===== src/rtl/fetch_unit.sv =====
// Fetch stage: owns the PC, drives the combinational imem read and loads IF/ID.
// Latency 1 clk fetch_addr->if_instr; stall holds PC and IF/ID, redirect/halt/fault squash IF/ID.
module fetch_unit #(
    parameter logic [31:0] RESET_PC = 32'h0040_0000,
    parameter logic [31:0] TEXT_LO  = 32'h0040_0000,
    parameter logic [31:0] TEXT_HI  = 32'h0080_0000
) (
    input  logic        clk,
    input  logic        reset,
    input  logic        stall,
    input  logic        redirect_valid,
    input  logic [31:0] redirect_target,
    input  logic        halt_req,
    output logic [31:0] fetch_addr,
    input  logic [31:0] fetch_instr,
    output logic        if_valid,
    output logic [31:0] if_instr,
    output logic [31:0] if_pc,
    output logic [31:0] if_pc_plus4,
    output logic [31:0] fetch_count,
    output logic        fetch_fault,
    output logic        halted
);

    typedef enum logic [1:0] {
        S_RUN    = 2'd0,
        S_HALTED = 2'd1,
        S_FAULT  = 2'd2
    } state_t;

    state_t      r_state;
    logic [31:0] r_pc;
    logic        r_if_valid;
    logic [31:0] r_if_instr;
    logic [31:0] r_if_pc;
    logic [31:0] r_if_pc_plus4;
    logic [31:0] r_fetch_count;
    logic        r_fetch_fault;
    logic        r_halted;

    logic        w_pc_legal;
    logic [31:0] w_pc_plus4;

    assign w_pc_legal = (r_pc[1:0] == 2'b00) && (r_pc >= TEXT_LO) && (r_pc <= TEXT_HI);
    assign w_pc_plus4 = r_pc + 32'd4;

    always_ff @(posedge clk) begin
        if (reset) begin
            r_state       <= S_RUN;
            r_pc          <= RESET_PC;
            r_if_valid    <= 1'b0;
            r_if_instr    <= 32'd0;
            r_if_pc       <= 32'd0;
            r_if_pc_plus4 <= 32'd0;
            r_fetch_count <= 32'd0;
            r_fetch_fault <= 1'b0;
            r_halted      <= 1'b0;
        end else begin
            case (r_state)
                S_RUN: begin
                    if (halt_req) begin
                        r_state    <= S_HALTED;
                        r_halted   <= 1'b1;
                        r_if_valid <= 1'b0;
                        r_if_instr <= 32'd0;
                    end else if (redirect_valid) begin
                        // No delay slot: whatever sits at the old pc is squashed.
                        r_pc       <= redirect_target;
                        r_if_valid <= 1'b0;
                        r_if_instr <= 32'd0;
                    end else if (!w_pc_legal) begin
                        r_state       <= S_FAULT;
                        r_fetch_fault <= 1'b1;
                        r_if_valid    <= 1'b0;
                        r_if_instr    <= 32'd0;
                    end else if (!stall) begin
                        r_if_instr    <= fetch_instr;
                        r_if_pc       <= r_pc;
                        r_if_pc_plus4 <= w_pc_plus4;
                        r_if_valid    <= 1'b1;
                        r_fetch_count <= r_fetch_count + 32'd1;
                        r_pc          <= w_pc_plus4;
                    end
                end
                default: begin
                    r_if_valid <= 1'b0;
                    r_if_instr <= 32'd0;
                end
            endcase
        end
    end

    assign fetch_addr  = r_pc;
    assign if_valid    = r_if_valid;
    assign if_instr    = r_if_instr;
    assign if_pc       = r_if_pc;
    assign if_pc_plus4 = r_if_pc_plus4;
    assign fetch_count = r_fetch_count;
    assign fetch_fault = r_fetch_fault;
    assign halted      = r_halted;

endmodule


===== config.mk =====
export PLATFORM = sky130hd
export DESIGN_NAME = fetch_unit
export DESIGN_NICKNAME = d
export VERILOG_FILES = /design/src/rtl/fetch_unit.sv
export SDC_FILE = /design/constraint.sdc
export NUM_CORES = 1
export LEC_CHECK = 0
export BUFFER_PORTS_ARGS = -buffer_cell sky130_fd_sc_hd__buf_4
export CAP_MARGIN = 30
export CELL_PAD_IN_SITES_DETAIL_PLACEMENT = 1
export CELL_PAD_IN_SITES_GLOBAL_PLACEMENT = 2
export CORE_ASPECT_RATIO = 1.75
export CORE_UTILIZATION = 28
export DETAILED_ROUTE_END_ITERATION = 8
export GPL_ROUTABILITY_DRIVEN = 0
export PLACE_DENSITY_LB_ADDON = 0.1
export SYNTH_ARGS = -nofsm -noshare
export SYNTH_HDL_FRONTEND = slang
export SYNTH_SLANG_ARGS = --single-unit

===== constraint.sdc =====
create_clock -name clk -period 2.8 [get_ports clk]
set_input_delay 0.28 -clock clk [delete_from_list [all_inputs] [get_ports clk]]
set_output_delay 0.28 -clock clk [all_outputs]
set_load 0.1 [all_outputs]

# Word level (Yosys, flattened, before mapping)
# Cells that the tools add are included.
[word_totals]
wordCells = 38
out_inout_bits = 163
regBits = 165
input_bits = 69
[classes]
add_sub_neg = 2
reduce_logical = 11
order_cmp = 2
eq_ne = 3
bitwise_logic = 5
muxes = 6
[ops]
columns = ["op", "n"]
rows = [
  ["$mux W32", 3],
  ["$add A32 B1 Y32 const B", 1],
  ["$add A32 B3 Y32 const B", 1],
  ["$ge A32 B23 Y1 const B", 1],
  ["$le A32 B24 Y1 const B", 1],
  ["$reduce_and A4 Y1", 2],
  ["$mux W2", 3],
  ["$not A1 Y1", 5],
  ["$reduce_and A5 Y1", 1],
  ["$reduce_or A5 Y1", 1],
  ["$logic_not A2 Y1", 2],
  ["$ne A2 B1 Y1 const B", 2],
  ["$reduce_and A3 Y1", 1],
  ["$logic_and A1 B1 Y1", 2],
  ["$ne A2 B2 Y1 const B", 1],
  ["$reduce_and A2 Y1", 1],
  ["$reduce_bool A2 Y1", 1],
]

# Logic depth before layout (Yosys ltp)
[logic_depth]
ltp_word = 6
mapped_depth = 11
depth_no_buf = 8

# Least setup slack after synthesis
# Ideal clock, no wire load.
[synth_path]
kind = "register to register"
startpoint = "reg r_pc[4] (netlist: fetch_addr[4])"
endpoint = "reg r_pc[19] (netlist: fetch_addr[19])"
arrival_time_ps = 2800
setup_time_ps = 70
stages_incl_launch_ff = 8
slack_ps = -70
cell_sequence = "dfxtp_1 buf_2 nand3_1 nor4_2 nand3_1 xor2_1 a211o_1 a21oi_1"
[synth_via]
elab_chain_cells = 5
word_cells_on_any_way = 10
[synth_lines]
columns = ["element", "line_no", "text"]
rows = [
  ["start: declaration", "32", "logic [31:0] r_pc;"],
  ["start signal: assignment", "68", "r_pc <= redirect_target;"],
  ["start signal: assignment", "82", "r_pc <= w_pc_plus4;"],
  ["$ge A32 B23 Y1", "44", "assign w_pc_legal = (r_pc[1:0] == 2'b00) && (r_pc >= TEXT_LO) && (r_pc <= TEXT_HI);"],
  ["$logic_and A1 B1 Y1 (2 in series)", "44", ""],
  ["$reduce_bool A2 Y1 (no source line)", "--", ""],
  ["$reduce_and A4 Y1 (no source line)", "--", ""],
]
# Parallel ways exist; a longest one is shown, timed or not. The select of a mux whose other input is x is not followed.
# A chain may end at the register's enable or synchronous reset.

# Worst setup path after layout
[layout_path]
startpoint = "reg r_pc[15] (netlist: fetch_addr[15])"
endpoint = "reg r_fetch_count[5] (netlist: fetch_count[5])"
[layout_via]
elab_chain_cells = 4
word_cells_on_any_way = 5
[layout_lines]
columns = ["element", "line_no", "text"]
rows = [
  ["$ge A32 B23 Y1", "44", ""],
  ["$logic_and A1 B1 Y1", "44", ""],
  ["$logic_and A1 B1 Y1 *", "44", ""],
  ["$reduce_and A5 Y1 (no source line) *", "--", ""],
  ["end signal: assignment", "81", "r_fetch_count <= r_fetch_count + 32'd1;"],
  ["end: declaration", "37", "logic [31:0] r_fetch_count;"],
]
# Every way passes the cells marked *; elsewhere a longest branch is shown, timed or not.

==> impl_metrics.csv <==
group,metric,value,unit
status,outcome,"completed",
clock_network,cts_buffers,17,
timing,rsz0062_at_grt,"no",
power_and_ir_drop,internal_power,3.95,mW
clock_network,cts_setup_buffers,0,
synthesis,synth_edf_count,0,
drt,wl_per_cell,18.2,um
drt,drc,0,
timing,holdWs,82.0,ps
job,cap_violations,0,
clock_network,clock-root-buffer,"clkbuf_16",
critical_path,critPathCaptureType,"register",
global_routing,grt_pass1_wl,37700,um
clock_network,cts_resized,0,
synthesis,seq_area_frac_synth,0.475,
global_routing,antenna_found_initial,0,
clock_network,htree_levels,4,
synthesis,yosysTopAreaCellShare,0.475,
power_and_ir_drop,p_clk_frac,0.391,
synthesis,syn_nets,880,
synthesis,synth-seq-cells,163,
floorplanning,core_area,24000,um^2
cells_and_area,antenna_cells,0,
critical_path,worstPathArrival,2840,ps
timing,tightest_slew,870,ps
timing,max-slew-margin-rel,0.418,
floorplanning,rows,75,
cells_and_area,n_fill_cell,2885,
clock_network,cts_tree,"yes",
floorplanning,io_pins,232,
power_and_ir_drop,p_sw_frac,0.315,
floorplanning,die-width,120,um
timing,clock.fmax,0.403,GHz
placement,placed_cell_area,9060,um^2
timing,fin_skew,9.98,ps
power_and_ir_drop,seqPwrFrac,0.422,
timing,finalSetupTns,0,ps
synthesis,synth_cells,808,
cells_and_area,final_common_cell,"buf_4",
power_and_ir_drop,p_per_area,600,nW/um^2
critical_path,critical_path_required,3150,ps
power_and_ir_drop,peakVddDrop,405,uV
clock_network,worstSkewPairLatency,430,ps
timing,finalSetupViolations,0,
cells_and_area,layout_common_cells,"buf_4 (266), dfxtp_1 (156), nand2_1 (112)",
cells_and_area,drive_gt1_frac,0.307,
synthesis,syn-cell-area,6870,um^2
timing,hold_viol,0,
drt,ant_nets,0,
global_routing,overflow,0,
synthesis,yosysUniqueCellTypes,47,
timing,final_max_slew_viol_count,0,
cells_and_area,layout.nets,1101,
cells_and_area,fin_util,0.401,
global_routing,grt_pass1_vias,6648,
drt,wl,24500,um
synthesis,avgSynthCellArea,8.50,um^2
critical_path,critPathKind,"register to register",
cells_and_area,synthToLayoutAreaGrowth,40.1,%
timing,layout_min_cycle_time,2480,ps
clock_network,clk_pin_slew,70,ps
power_and_ir_drop,combPwrFrac,0.187,
timing,min_period_over_period,0.887,
critical_path,crit_path_start_kind,"register",
critical_path,path_max_fanout,22,
synthesis,async_reset_ff_frac,0,
placement,place.port_buffers,231,
drt,drt_pre_antenna_iters,4,
drt,avgViaCountPerCell,4.89,
clock_network,cts_hold_repair.buffers,0,
drt,drtIter0Drc,224,
floorplanning,die_area,25200,um^2
floorplanning,die_y,209,um
placement,place.detailed.hpwl,18000,um
global_routing,grt_max_degree,90,
synthesis,yosys.area.top_type,"dfxtp_1",
synthesis,synth_area_leaders,"dfxtp_1 (48%), nand2_1 (6.1%), a21oi_1 (5.8%)",
synthesis,ys.flop_type,"dfxtp_1",
clock_network,cts_max_path_buffers,2,
drt,dr_total_vias,6590,
power_and_ir_drop,p_sw,1.82,mW
min_path,hp-class,"input port to register",
power_and_ir_drop,p_leak,3.96,nW
clock_network,cts.sinks,163,
synthesis,ys_warn_count,0,
floorplanning,initial_core_util,0.286,
global_routing,track_usage,0.196,
cells_and_area,fin_area,9620,um^2
-- cell type report --
cell class / count / area, um^2 / share of cell area
clock buffer: 19 / 453 / 0.0471
timing repair buffer: 271 / 2100 / 0.218
tap: 308 / 385 / 0.0400
sequential: 163 / 3270 / 0.340
multi-input combinational: 568 / 3280 / 0.340
clock inverter: 12 / 110 / 0.0114
inverter: 8 / 30.0 / 0.00312
-- final timing paths --
path                                      start             end  slack (ps)  cells past startpoint
worst max-delay path             fetch_addr[15]  fetch_count[5]         320                      7
worst max register to register   fetch_addr[15]  fetch_count[5]         320                      7
worst min register to register        if_pc[16]       if_pc[16]         450                      2
worst min-delay path            fetch_instr[31]    if_instr[31]          80                      3
-- through the flow --
stage | worst slack [ps] | std cells | total power [mW]
floorplan | 9.31 | 808 | 3.22
global placement | 335 | 1318 | 3.57
detailed placement | 268 | 1318 | 3.58
CTS | 251 | 1349 | 5.87
global route | 78.6 | 1349 | 5.99
finish | 317 | 1349 | 5.77
-- critical path, cell delays in order, from the launching register on --
cell	delay, ps
dfxtp_1	310
nor4_1	360
buf_4	180
nand4_1	180
o21ai_2	290
nand4b_4	320
or4_1	600
a21oi_1	160
-- power groups by stage --
stage	registers [mW]	logic, mW	clock network [mW]
floorplan	2.87	0.348	0
global placement	2.48	1.09	0
CTS	2.43	1.10	2.34
global route	2.44	1.15	2.41
finish	2.43	1.08	2.26
detailed placement	2.49	1.09	0
-- cell usage after synthesis, types with 2 or more instances --
library cell,instances
dfxtp_1,163
nand2_1,112
nor2_1,94
a21oi_1,79
clkbuf_1,44
mux2i_1,34
nand3_1,26
nand4_1,24
o21ai_0,24
xor2_1,21
and2_1,19
a211oi_1,18
xnor2_1,16
buf_2,14
and3_1,13
o31ai_1,10
inv_1,8
nor4_1,8
or3_1,7
or4_1,7
buf_1,5
and4_1,4
buf_4,4
nand4b_1,4
nor2b_1,4
nor3_1,4
o211ai_1,4
o41ai_1,4
a211o_1,3
a22o_1,3
a31oi_1,3
ha_1,3
nand2b_1,3
a31o_2,2
and4b_1,2
buf_6,2
nor4b_1,2
o21a_1,2
-- registers in the layout (all words and copies together) (netlist names) --
signal       flops
if_pc_plus4     30
fetch_addr      32
if_valid         1
if_instr        32
halted           1
fetch_fault      1
if_pc           32
r_state          2
fetch_count     32
-- routing by layer --
metal / global-route usage / up-vias / share of wire
met5: 0 / - / 0
met4: 0.0639 / 0 / 0.017
met3: 0.0374 / 23 / 0.035
met1: 0.200 / 3200 / 0.38
met2: 0.388 / 130 / 0.57
li1: - / 3237 / -
-- logic make-up (layout without fill, tap and decap cells) --
group                      after synthesis  in the layout  synth area share
AOI/OAI and AO/OA                      155            155             0.134
xor gates and xnor gates                37             37            0.0472
adders and majority gates                3              3           0.00547
buffers and inverters                   77            310            0.0490
DFF                                    163            163             0.475
muxes                                   34             34            0.0496
and+or+nand+nor                        339            339             0.240
No activity file was read; power rests on OpenSTA's default activity.
